## config.mk

```make
export PLATFORM = sky130hd
export DESIGN_NAME = updown_step_ctrl
export DESIGN_NICKNAME = d
export VERILOG_FILES = /design/src/rtl/updown_ctrl_pkg.sv /design/src/rtl/updown_step_ctrl_sync_debounce.sv /design/src/rtl/updown_step_ctrl.sv
export SDC_FILE = /design/constraint.sdc
export NUM_CORES = 1
export LEC_CHECK = 0
export CORE_ASPECT_RATIO = 1.5
export CORE_UTILIZATION = 46
export CTS_BUF_LIST = sky130_fd_sc_hd__clkbuf_4 sky130_fd_sc_hd__clkbuf_8
export CTS_CLUSTER_DIAMETER = 100
export CTS_CLUSTER_SIZE = 12
export DETAILED_ROUTE_END_ITERATION = 6
export DONT_BUFFER_PORTS = 1
export PLACE_DENSITY = 0.57
export SYNTH_ARGS = -nofsm -noshare
export SYNTH_HDL_FRONTEND = slang
export SYNTH_SLANG_ARGS = --single-unit
```

## constraint.sdc

```tcl
create_clock -name clk -period 4 [get_ports clk]
set_clock_uncertainty 0.2 [all_clocks]
set_input_delay 0.6 -clock clk [delete_from_list [all_inputs] [get_ports clk]]
set_output_delay 0.6 -clock clk [all_outputs]
set_load 0.02 [all_outputs]
```

## src/rtl/updown_ctrl_pkg.sv

```systemverilog
// Shared types and encodings for the up/down counter input-conditioning stage.
package updown_ctrl_pkg;

  typedef enum logic [1:0] {IDLE, DELAY, REPEAT} step_state_t;

  localparam logic MODE_UP   = 1'b0;
  localparam logic MODE_DOWN = 1'b1;

endpackage

```

## src/rtl/updown_step_ctrl_sync_debounce.sv

```systemverilog
// Two-flop synchroniser followed by a run-length debouncer for one raw input.
// `toggle` flags that `level` takes the synchronised value on the coming edge.
module sync_debounce #(
  parameter int   DEBOUNCE_CYCLES = 16,
  parameter logic RESET_LEVEL     = 1'b0
) (
  input  logic clk,
  input  logic reset,
  input  logic raw,
  output logic level,
  output logic toggle
);

  localparam int CW = $clog2(DEBOUNCE_CYCLES + 1);
  localparam logic [CW-1:0] LAST = CW'(DEBOUNCE_CYCLES - 1);

  logic [1:0]    sync;
  logic [CW-1:0] count;

  assign toggle = (sync[1] != level) && (count == LAST);

  always_ff @(posedge clk or negedge reset) begin
    if (!reset) begin
      sync  <= 2'b00;
      level <= RESET_LEVEL;
      count <= '0;
    end else begin
      sync <= {sync[0], raw};
      if (toggle) begin
        level <= sync[1];
        count <= '0;
      end else if (sync[1] != level) begin
        count <= count + CW'(1);
      end else begin
        count <= '0;
      end
    end
  end

endmodule

```

## src/rtl/updown_step_ctrl.sv

```systemverilog
// Button/mode conditioning for the up/down counter: debounced mode, single-cycle
// step on press, auto-repeat while held, and direction-change restart of the delay.
module updown_step_ctrl
  import updown_ctrl_pkg::*;
#(
  parameter int DEBOUNCE_CYCLES = 16,
  parameter int REPEAT_DELAY    = 64,
  parameter int REPEAT_PERIOD   = 16
) (
  input  logic clk,
  input  logic reset,
  input  logic btn_raw,
  input  logic m_raw,
  output logic step,
  output logic m,
  output logic held
);

  localparam int IMAX = (REPEAT_DELAY > REPEAT_PERIOD) ? REPEAT_DELAY : REPEAT_PERIOD;
  localparam int IW   = $clog2(IMAX + 1);
  localparam logic [IW-1:0] DELAY_LOAD  = IW'(REPEAT_DELAY - 1);
  localparam logic [IW-1:0] PERIOD_LOAD = IW'(REPEAT_PERIOD - 1);

  step_state_t   state;
  logic [IW-1:0] interval;
  logic          m_toggle;
  logic          unused_btn_toggle;

  sync_debounce #(.DEBOUNCE_CYCLES(DEBOUNCE_CYCLES), .RESET_LEVEL(1'b0)) u_btn (
    .clk    (clk),
    .reset  (reset),
    .raw    (btn_raw),
    .level  (held),
    .toggle (unused_btn_toggle)
  );

  sync_debounce #(.DEBOUNCE_CYCLES(DEBOUNCE_CYCLES), .RESET_LEVEL(MODE_UP)) u_mode (
    .clk    (clk),
    .reset  (reset),
    .raw    (m_raw),
    .level  (m),
    .toggle (m_toggle)
  );

  // Interval counter counts down to zero; a mode toggle is acted on in the same
  // edge the debounced mode flips, so no pulse ever carries the stale direction.
  always_ff @(posedge clk or negedge reset) begin
    if (!reset) begin
      state    <= IDLE;
      interval <= '0;
      step     <= 1'b0;
    end else begin
      step <= 1'b0;
      case (state)
        IDLE: begin
          if (held) begin
            state    <= DELAY;
            interval <= DELAY_LOAD;
            step     <= 1'b1;
          end
        end
        DELAY, REPEAT: begin
          if (!held) begin
            state <= IDLE;
          end else if (m_toggle) begin
            state    <= DELAY;
            interval <= DELAY_LOAD;
          end else if (interval == '0) begin
            state    <= REPEAT;
            interval <= PERIOD_LOAD;
            step     <= 1'b1;
          end else begin
            interval <= interval - IW'(1);
          end
        end
        default: state <= IDLE;
      endcase
    end
  end

endmodule

```

=== Word level (Yosys, flattened, before mapping) ===
Index checks and enable logic that the tools add are counted.
W data, S select, Z words.

* Bits in registers: 26
* Output and inout bits: 3
* Word-level logic and storage cells: 48

* Add/sub/neg operators: 3
* Eq/ne operators: 9
* Muxes and demuxes: 19
* Reductions and logical operators: 8

{| class="wikitable"
|+ Operator list
! cell !! number
|-
| $mux W7 || 4
|-
| $mux W5 || 4
|-
| $pmux W7 S2 || 1
|-
| $add A5 B1 Y5 const B || 2
|-
| $eq A5 B4 Y1 const B || 2
|-
| $mux W2 || 4
|-
| $logic_not A7 Y1 || 1
|-
| $sub A7 B1 Y7 const B || 1
|-
| $mux W1 || 4
|-
| $ne A2 B1 Y1 const B || 2
|-
| $ne A4 B4 Y1 const B || 1
|-
| $pmux W2 S2 || 1
|-
| $reduce_and A3 Y1 || 1
|-
| $eq A2 B1 Y1 const B || 1
|-
| $eq A2 B2 Y1 const B || 1
|-
| $logic_and A1 B1 Y1 || 2
|-
| $logic_not A2 Y1 || 1
|-
| $ne A1 B1 Y1 || 2
|-
| $pmux W1 S2 || 1
|-
| $reduce_and A2 Y1 || 1
|-
| $reduce_bool A2 Y1 || 1
|-
| $reduce_or A2 Y1 || 1
|}

=== Logic depth before layout (Yosys ltp) ===
Gate-level depths: netlist of run 1.

* Depth after elaboration: 5
* Mapped depth: 6
* Depth with buffers taken out: 6

=== Modules after synthesis ===
From an unflattened synthesis of run 1, not the netlist that was laid out.

* Cells, all modules: 110
* Area total of the unflattened synthesis: 1,262.5 µm²

{| class="wikitable"
|+ Modules (own cells, without submodules)
! module !! instances !! cells an instance !! area an instance (µm²) !! sequential area each (µm²)
|-
| sync_debounce || 2 || 24 || 334.1 || 200.2
|-
| updown_step_ctrl || 1 || 62 || 594.3 || 250.2
|}

=== Worst setup path after synthesis of run 1 ===
No wires, ideal clock.

* Kind: register to register
* From: reg u_mode.count[0]
* To: reg interval[6]
* Library setup time: 83 ps
* Arrival time: 1,742 ps
* Data required time: 3,717 ps
* Path slack: 1,975 ps
* Cell stages (with the launch flop): 7
* Cell sequence: dfrtp_1 -> ha_1 -> and3_1 -> ha_1 -> a21o_2 -> or4_1 -> o21ai_0

* Cells in the longest elaborated chain, start to end: 5

{| class="wikitable"
|+ Ends and longest elaborated chain
! what !! RTL line !! source
|-
| start, declared || updown_step_ctrl_sync_debounce.sv:18 || <nowiki>logic [CW-1:0] count;</nowiki>
|-
| start signal, assigned || updown_step_ctrl_sync_debounce.sv:33 || <nowiki>count <= count + CW'(1);</nowiki>
|-
| $eq A5 B4 Y1 || updown_step_ctrl_sync_debounce.sv:20 || <nowiki>assign toggle = (sync[1] != level) && (count == LAST);</nowiki>
|-
| $logic_and A1 B1 Y1 || updown_step_ctrl_sync_debounce.sv:20 ||
|-
| $mux W7 || updown_step_ctrl.sv:65 || <nowiki>end else if (m_toggle) begin</nowiki>
|-
| $mux W7 || updown_step_ctrl.sv:63 || <nowiki>if (!held) begin</nowiki>
|-
| $pmux W7 S2 || updown_step_ctrl.sv:54 || <nowiki>case (state)</nowiki>
|-
| end signal, assigned || updown_step_ctrl.sv:73 || <nowiki>interval <= interval - IW'(1);</nowiki>
|-
| end, declared || updown_step_ctrl.sv:25 || <nowiki>logic [IW-1:0] interval;</nowiki>
|}

No other way between the ends. The select of a mux whose other input is x is not followed.
A chain may end at the register's enable or synchronous reset.

=== Final worst setup path of run 1 ===
Ends and elaborated chain as after synthesis.

==> metrics.yaml, run 1 <==
grt:
  grt_pass1_vias: 873
  grt.overflow.total: 0
  grt_max_degree: 27
  grt_pass1_wl_mm: 3.63
  grt_use_total_pct: 16.8
  antenna_found_initial: 0
final_layout:
  post-route-util_pct: 52.2
  multiInputGateArea_sq_um: 523
  num-nets-final: 133
  final_common_cell: "dfrtp_1"
  most-common-layout-cells: "26 x dfrtp_1, 15 x nor2_1, 10 x inv_1"
  final_layout_size_suffix_gt1_share_pct: 6.72
  final_area_sq_um: 1290
  diodes: 0
  nFillCells: 237
  syn_to_final_growth_pct: 6.38
  register_area_sq_um: 651
hold_path:
  hold_path.class: "in -> reg"
place:
  gp_congestion: 0.844
  portBuffers: 0
  hpwl_mm: 1.51
  dp_slack_ps: 1870
  place_area_sq_um: 1240
cts:
  cts_inserted_buffers: 3
  clock_latency_ps: 310
  clkSinkCount: 26
  htreeDepth: 1
  clock_path_buffers: 2
  path_clk_slew_ps: 130
  post_cts_resized: 0
  cts_root_buf: "clkbuf_4"
  cts_tree: "yes"
timing:
  period_minus_slack_ps: 2150
  fin_crit_sh_pct: 53.8
  timing.fmax_mhz: 464
  timing.setup.tns_ps: 0
  fin_ws_ps: 1850
  finalHoldViolCount: 0
  worstMarginPinSlew_ps: 456
  rsz0062_at_grt: "false"
  max_slew_margin_pct: 69.3
  finalSetupViolCount: 0
  drv_slew: 0
power:
  power_switching_mw: 0.0993
  p_clk_share_pct: 25.4
  p_seq_share_pct: 66.2
  power.density_nw_per_um2: 325
  ir_drop_mv: 0.238
  p_leak_nw: 0.643
  sw_frac_of_total_pct: 23.6
  total_power_mw: 0.420
  comb_power_share_pct: 8.4
  p_int_mw: 0.321
routing:
  drt_iter0_drc: 13
  dr.pass1.iters: 6
  routed_wl_mm: 2.04
  vias: 825
  vias_per_cell: 5.77
  ant_nets: 0
  drcViolationCount: 0
  wl_per_cell_um: 14.3
logic_synthesis:
  synthCells: 115
  synth_area_sq_um: 1220
  yosysSeqAreaShare_pct: 53.5
  syn_nets: 127
  yosys_warnings: 0
  syn_area_per_cell_sq_um: 10.6
  synth-seq-cells: 26
  yosysUniqueCellTypes: 30
die:
  pin_count: 7
  fp.dieH_um: 65.0
  core_sq_um: 2480
  die_area_sq_um: 2860
  start_util_pct: 49.1
  dieWidth_um: 44.0
  num_rows: 22
setup_path:
  start_kind: "flip-flop"
  worstPathArrival_ps: 2190
  crit_path_max_fanout: 7
  worstPathRequired_ps: 4040
  crit_type: "reg -> reg"
  end_kind: "flip-flop"
run:
  cap_violations: 0
run_status:
  status: "finished clean"
-- through the flow --
stage	hold WS (ps)	std cells
2_1_floorplan	104	115
3_3_place_gp	105	138
3_5_place_dp	105	138
4_1_cts	85.7	143
5_1_grt	78.6	143
6_report	102	143
-- power groups by stage --
stage	Sequential, mW	Combinational (mW)	Clock [mW]
CTS	0.278	0.0359	0.114
floorplan	0.282	0.0223	0
global placement	0.283	0.0271	0
finish	0.278	0.0353	0.107
global route	0.279	0.0412	0.120
detailed placement	0.283	0.0273	0
-- Yosys cell counts --
master      n  area [sq um]
o21a_1      3          22.5
or2b_1      1          7.51
xor2_1      4          35.0
nor3_1      2          10.0
ha_1        8           100
a31oi_1     2          12.5
a22oi_1     1          7.51
or4_1       1          7.51
nand2b_1    2          12.5
or3b_1      1          8.76
nand2_1     3          11.3
nor4_2      1          12.5
dfrtp_1    26           651
o31a_1      1          8.76
a21o_2      1          8.76
a21oi_1     8          40.0
a221oi_1    1          8.76
nand3_1     3          15.0
and2_1      1          6.26
buf_2       1          5.00
nor2b_1     1          6.26
nor3b_1     1          7.51
o21ai_0     7          35.0
mux2_2      2          22.5
xnor2_1     2          17.5
o22a_1      1          8.76
nor2_1     15          56.3
inv_1      10          37.5
o2bb2ai_1   1          8.76
and3_1      4          25.0
-- critical path: stages (launching register included) --
cell     delay, ps
dfrtp_1        430
ha_1           230
and3_1         180
ha_1           250
a21o_2         250
or4_1          460
o21ai_0         80
-- timing repair --
action | CTS | global route
hold endpoints to repair | 26 | 0
hold buffers | 2 | 0
setup buffers | 0 | 0
-- per-layer routing --
| metal | global-route usage, % | routed length [um] | vias up |
|---|---|---|---|
| li1 | - | - | 402 |
| met1 | 18.1 | 884 | 410 |
| met2 | 30.8 | 1070 | 9 |
| met3 | 2.51 | 42 | 4 |
| met4 | 7.95 | 44 | 0 |
| met5 | 0 | 0 | - |
-- path summary, 6_finish.rpt --
check / to / slack, ps / from / cells after the start
max: interval[6] / 1850 / u_mode.count[0] / 6
min: u_btn.sync[0] / 100 / btn_raw / 0
max reg2reg: interval[6] / 1850 / u_mode.count[0] / 6
min reg2reg: u_btn.sync[1] / 160 / u_btn.sync[0] / 0
max in group asynchronous: u_btn.level / 2950 / reset / 2
min in group asynchronous: interval[2] / 500 / reset / 2
-- cells by family after synthesis --
group	after synthesis	synth area share (%)
xor+xnor	6	4.32
buf+inv	11	3.50
flops	26	53.5
simple gates	36	15.3
fa+ha+maj	8	8.23
compound gates	26	13.3
mux	2	1.85
-- sequential cells by signal (all words and copies together), names as in the netlist --
register      count
interval          7
state             2
step              1
u_btn.count       5
u_btn.level       1
u_btn.sync        2
u_mode.count      5
u_mode.level      1
u_mode.sync       2
-- final cells by class --
cell class / instances / area share (%)
repair buffers: 2 / 2.32
clock buffers: 3 / 1.74
flip-flops and latches: 26 / 50.3
multi-input cells: 78 / 40.4
inverters: 10 / 2.90
well taps: 24 / 2.32
No activity file was read; power rests on OpenSTA's default activity.
==> run 2: changes to the inputs <==
--- a/config.mk
+++ b/config.mk
@@ -12,7 +12,7 @@
 export CTS_CLUSTER_SIZE = 12
 export DETAILED_ROUTE_END_ITERATION = 6
 export DONT_BUFFER_PORTS = 1
-export PLACE_DENSITY = 0.57
+export PLACE_DENSITY = 0.59
 export SYNTH_ARGS = -nofsm -noshare
 export SYNTH_HDL_FRONTEND = slang
 export SYNTH_SLANG_ARGS = --single-unit
==> constraint.sdc (replaced) <==
create_clock -name clk -period 1.9 [get_ports clk]
set_clock_uncertainty 0.2 [all_clocks]
set_input_delay 0.285 -clock clk [delete_from_list [all_inputs] [get_ports clk]]
set_output_delay 0.285 -clock clk [all_outputs]
set_load 0.02 [all_outputs]
==> metrics.yaml, run 2 (synthesis gave the netlist of run 1 again) <==
final_layout:
  num-nets-final: 146
  instances_no_fill: 157
  syn_to_final_growth_pct: 20.1
  diodes: 0
  most-common-layout-cells: "26 x dfrtp_1, 14 x nor2_1, 11 x buf_4"
  final_layout_size_suffix_gt1_share_pct: 22.6
  final_area_sq_um: 1460
  largest-register: "interval"
  final_common_cell: "dfrtp_1"
  post-route-util_pct: 58.9
  largest_reg_flops: 7
  nFillCells: 231
  largestRegisters: "interval x7, u_btn.count x5, u_mode.count x5"
power:
  power_switching_mw: 0.223
  p_leak_nw: 0.720
  sw_frac_of_total_pct: 23.4
  ir_drop_mv: 0.476
  p_int_mw: 0.730
  total_power_mw: 0.952
  comb_power_share_pct: 9.8
  p_seq_share_pct: 61.3
  p_clk_share_pct: 28.9
  power.density_nw_per_um2: 652
place:
  dp_slack_ps: -22.6
  portBuffers: 0
  placed_cells: 147
  hpwl_mm: 1.66
  place_area_sq_um: 1340
  gp_congestion: 0.785
timing:
  max_slew_margin_pct: 67.1
  rsz0062_at_grt: "true"
  timing.setup.tns_ps: -6.54
  worstMarginPinSlew_ps: 492
  finalSetupViolCount: 1
  fin_crit_sh_pct: 100
  timing.fmax_mhz: 525
  drv_slew: 0
  period_minus_slack_ps: 1910
  fin_hold_ws_ps: 162
  fin_ws_ps: -6.54
  finalHoldViolCount: 0
die:
  start_util_pct: 49.1
  die_area_sq_um: 2860
  dieWidth_um: 44.0
  fp.dieH_um: 65.0
  pin_count: 7
  num_rows: 22
  core_sq_um: 2480
run:
  cap_violations: 0
routing:
  ant_nets: 0
  routed_wl_mm: 2.25
  wl_per_cell_um: 14.4
  drcViolationCount: 0
  dr.pass1.iters: 6
  drt_iter0_drc: 16
  vias_per_cell: 5.63
  vias: 884
cts:
  htreeDepth: 1
  clkSinkCount: 26
  clock_latency_ps: 320
  cts_tree: "yes"
  clock_path_buffers: 2
  cts_root_buf: "clkbuf_4"
  cts_inserted_buffers: 3
  path_clk_slew_ps: 130
grt:
  grt_pass1_vias: 980
  grt_use_total_pct: 18.6
  grt_pass1_wl_mm: 3.89
  grt.overflow.total: 0
  antenna_found_initial: 0
  grt_max_degree: 27
hold_path:
  hold_path.class: "reg -> reg"
  hp-start: "u_mode.sync[0]"
setup_path:
  worstPathRequired_ps: 1960
  crit_path_max_fanout: 7
  end_kind: "flip-flop"
  r2r_setup_slack_ps: -7
  crit_type: "reg -> reg"
  r2r_start: "u_mode.count[0]"
  worstPathArrival_ps: 1960
  start_kind: "flip-flop"
  crit_path_start: "u_mode.count[0]"
run_status:
  status: "finished with violations"
  violations: "setup timing"
-- run 2: metal layers --
metal  part of all wire, %  global-route usage, %  vias to the layer above
met5                     0                      0                        -
met4                   1.5                   7.58                        0
met3                   2.0                   2.23                        4
met2                    57                   36.6                       12
met1                    39                   18.6                      432
li1                      -                      -                      436
-- run 2: area by class of cell --
type	instances	area, sq um	share of cell area [%]
clock buffer	4	36.3	2.49
tap	24	30.0	2.06
multi-input combinational	78	573	39.2
inverter	10	37.5	2.57
sequential	26	651	44.6
timing repair buffer	15	133	9.08
-- run 2: path summary, 6_finish.rpt --
check / to / cells after the start
min reg2reg: u_mode.sync[1] / 0
max: interval[6] / 6
max in group asynchronous: u_mode.count[4] / 2
min: u_mode.sync[1] / 0
min in group asynchronous: interval[3] / 2
max reg2reg: interval[6] / 6
-- run 2: power groups by stage --
stage / sequential [mW] / clock [mW] / combinational, mW
3_5_place_dp: 0.595 / 0 / 0.0656
3_3_place_gp: 0.594 / 0 / 0.0632
6_report: 0.584 / 0.275 / 0.0931
5_1_grt: 0.586 / 0.307 / 0.108
2_1_floorplan: 0.593 / 0 / 0.0477
4_1_cts: 0.584 / 0.287 / 0.0904
-- run 2: repair_timing --
action	in CTS	in global routing
pin swaps	2	0
resized for setup	0	10
setup buffers	2	0
hold buffers	4	0
hold endpoints to repair	28	0
endpoints found under the setup margin	2	8
-- run 2: worst max-delay path: stages, from the launching register on --
cell,delay (ps)
dfrtp_1,400
ha_2,190
and3_4,180
ha_4,180
a21o_4,210
or4_4,410
o21ai_2,60
==> run 3: changes to the inputs <==
--- a/config.mk
+++ b/config.mk
@@ -13,6 +13,7 @@
 export DETAILED_ROUTE_END_ITERATION = 6
 export DONT_BUFFER_PORTS = 1
 export PLACE_DENSITY = 0.59
+export RECOVER_POWER = 25
 export SYNTH_ARGS = -nofsm -noshare
 export SYNTH_HDL_FRONTEND = slang
 export SYNTH_SLANG_ARGS = --single-unit
==> metrics.yaml, run 3 (synthesis gave the netlist of run 1 again) <==
run_status:
  status: "finished with violations"
  violations: "setup timing"
routing:
  dr.pass1.iters: 6
  wl_per_cell_um: 14.4
  vias_per_cell: 5.63
  drt_iter0_drc: 16
  vias: 884
  routed_wl_mm: 2.26
  ant_nets: 0
  drcViolationCount: 0
setup_path:
  crit_path_start: "u_mode.count[0]"
  crit_family: "simple AND/OR/NAND/NOR gates"
  r2r_cells: 6
  crit_path_max_fanout: 7
  crit_chain: "ha_2 > and3_4 > ha_4 > a21o_4 > or4_4 > o21ai_2"
  rr_endpoint: "interval[6]"
  end_kind: "flip-flop"
  critPathMaxStageDelay_ps: 410
  r2r_setup_slack_ps: -7
  path_depth: 6
  endpoint: "interval[6]"
  worstPathRequired_ps: 1960
  worst-path-buf-inv: 0
  timing.critical_path.slowest_stage_cell: "or4_4"
  crit_type: "reg -> reg"
  r2r_start: "u_mode.count[0]"
  worstPathArrival_ps: 1960
  start_kind: "flip-flop"
place:
  place_area_sq_um: 1340
  portBuffers: 0
  gp_congestion: 0.785
  hpwl_mm: 1.66
grt:
  grt.overflow.total: 0
  antenna_found_initial: 0
  grt_pass1_wl_mm: 3.89
  grt_max_degree: 27
  grt_use_total_pct: 18.6
  grt_pass1_vias: 980
final_layout:
  largest_reg_flops: 7
  num-nets-final: 146
  most-common-layout-cells: "26 x dfrtp_1, 14 x nor2_1, 11 x buf_4"
  nFillCells: 233
  final_area_sq_um: 1450
  largestRegisters: "interval x7, u_btn.count x5, u_mode.count x5"
  final_layout_size_suffix_gt1_share_pct: 21.8
  syn_to_final_growth_pct: 19.4
  final_common_cell: "dfrtp_1"
  largest-register: "interval"
  diodes: 0
hold_path:
  hold_depth: 0
  hp-start: "u_mode.sync[0]"
  hold_path.class: "reg -> reg"
cts:
  clock_latency_ps: 320
  clkSinkCount: 26
  path_clk_slew_ps: 130
  cts_root_buf: "clkbuf_4"
  cts_tree: "yes"
  htreeDepth: 1
  cts_inserted_buffers: 3
  clock_path_buffers: 2
run:
  cap_violations: 0
timing:
  finalSetupViolCount: 1
  finalHoldViolCount: 0
  fin_ws_ps: -6.54
  timing.fmax_mhz: 525
  max_slew_margin_pct: 26.2
  fin_hold_ws_ps: 162
  drv_slew: 0
  worstMarginPinSlew_ps: 1110
  period_minus_slack_ps: 1910
  rsz0062_at_grt: "true"
  fin_crit_sh_pct: 100
power:
  p_leak_nw: 0.724
  ir_drop_mv: 0.476
  power.density_nw_per_um2: 653
die:
  fp.dieH_um: 65.0
  pin_count: 7
  start_util_pct: 49.1
  dieWidth_um: 44.0
  die_area_sq_um: 2860
  core_sq_um: 2480
  num_rows: 22
run 3: changes by cell type in the layout (fill, tap and decap cells not counted):
cell / delta
buf_12: -1
dlymetal6s2s_1: +1
run 3: worst min path at each step:
stage,endpoint
2_1_floorplan,interval[0]
3_3_place_gp,interval[5]
3_5_place_dp,interval[1]
4_1_cts,interval[3]
5_1_grt,u_btn.sync[1]
6_report,u_mode.sync[1]
run 3: timing repair:
item                                    in CTS  in global routing
endpoints found under the hold margin       28                  0
buffers inserted                             2                  0
pin swaps                                    2                  0
resized for setup                            0                 10
hold buffers                                 4                  0
endpoints found under the setup margin       2                  8
run 3: area by class of cell:
class                           instances  area [sq um]  share of cell area (%)
Sequential cell                        26           651                    44.8
Multi-Input combinational cell         78           573                    39.4
Inverter                               10          37.5                    2.58
Timing Repair Buffer                   15           125                    8.61
Tap cell                               24          30.0                    2.07
Clock buffer                            4          36.3                    2.50
run 3: worst reg2reg max path, cell delays in order, from the launching register on:
cell and delay [ps]:
dfrtp_1 400, ha_2 190, and3_4 180, ha_4 180
a21o_4 220, or4_4 410, o21ai_2 60
run 3: power by group:
group	leakage [nW]	total, mW	switching [mW]	internal (mW)
Sequential	0.349	0.584	0.0124	0.572
Combinational	0.354	0.0900	0.0514	0.0386
Clock	0.0210	0.275	0.158	0.117
run 3: per-layer routing:
metal / up-vias / wire (um) / global-route usage (%)
li1: 436 / - / -
met1: 432 / 880 / 18.6
met2: 12 / 1300 / 36.6
met3: 4 / 45 / 2.23
met4: 0 / 33 / 7.58
met5: - / 0 / 0
run 3: stage by stage:
stage / util [%] / total power [mW] / setup TNS, ps / std cells / setup WS, ps
6_report: 58.6 / 0.949 / -6.54 / 157 / -6.54
3_3_place_gp: 53.9 / 0.657 / 0 / 147 / 37.3
5_1_grt: 58.6 / 0.998 / -88.8 / 157 / -57.1
2_1_floorplan: - / 0.641 / 0 / 115 / 46.5
4_1_cts: 58.0 / 0.961 / -32.8 / 157 / -32.8
3_5_place_dp: 53.9 / 0.661 / -22.6 / 147 / -22.6
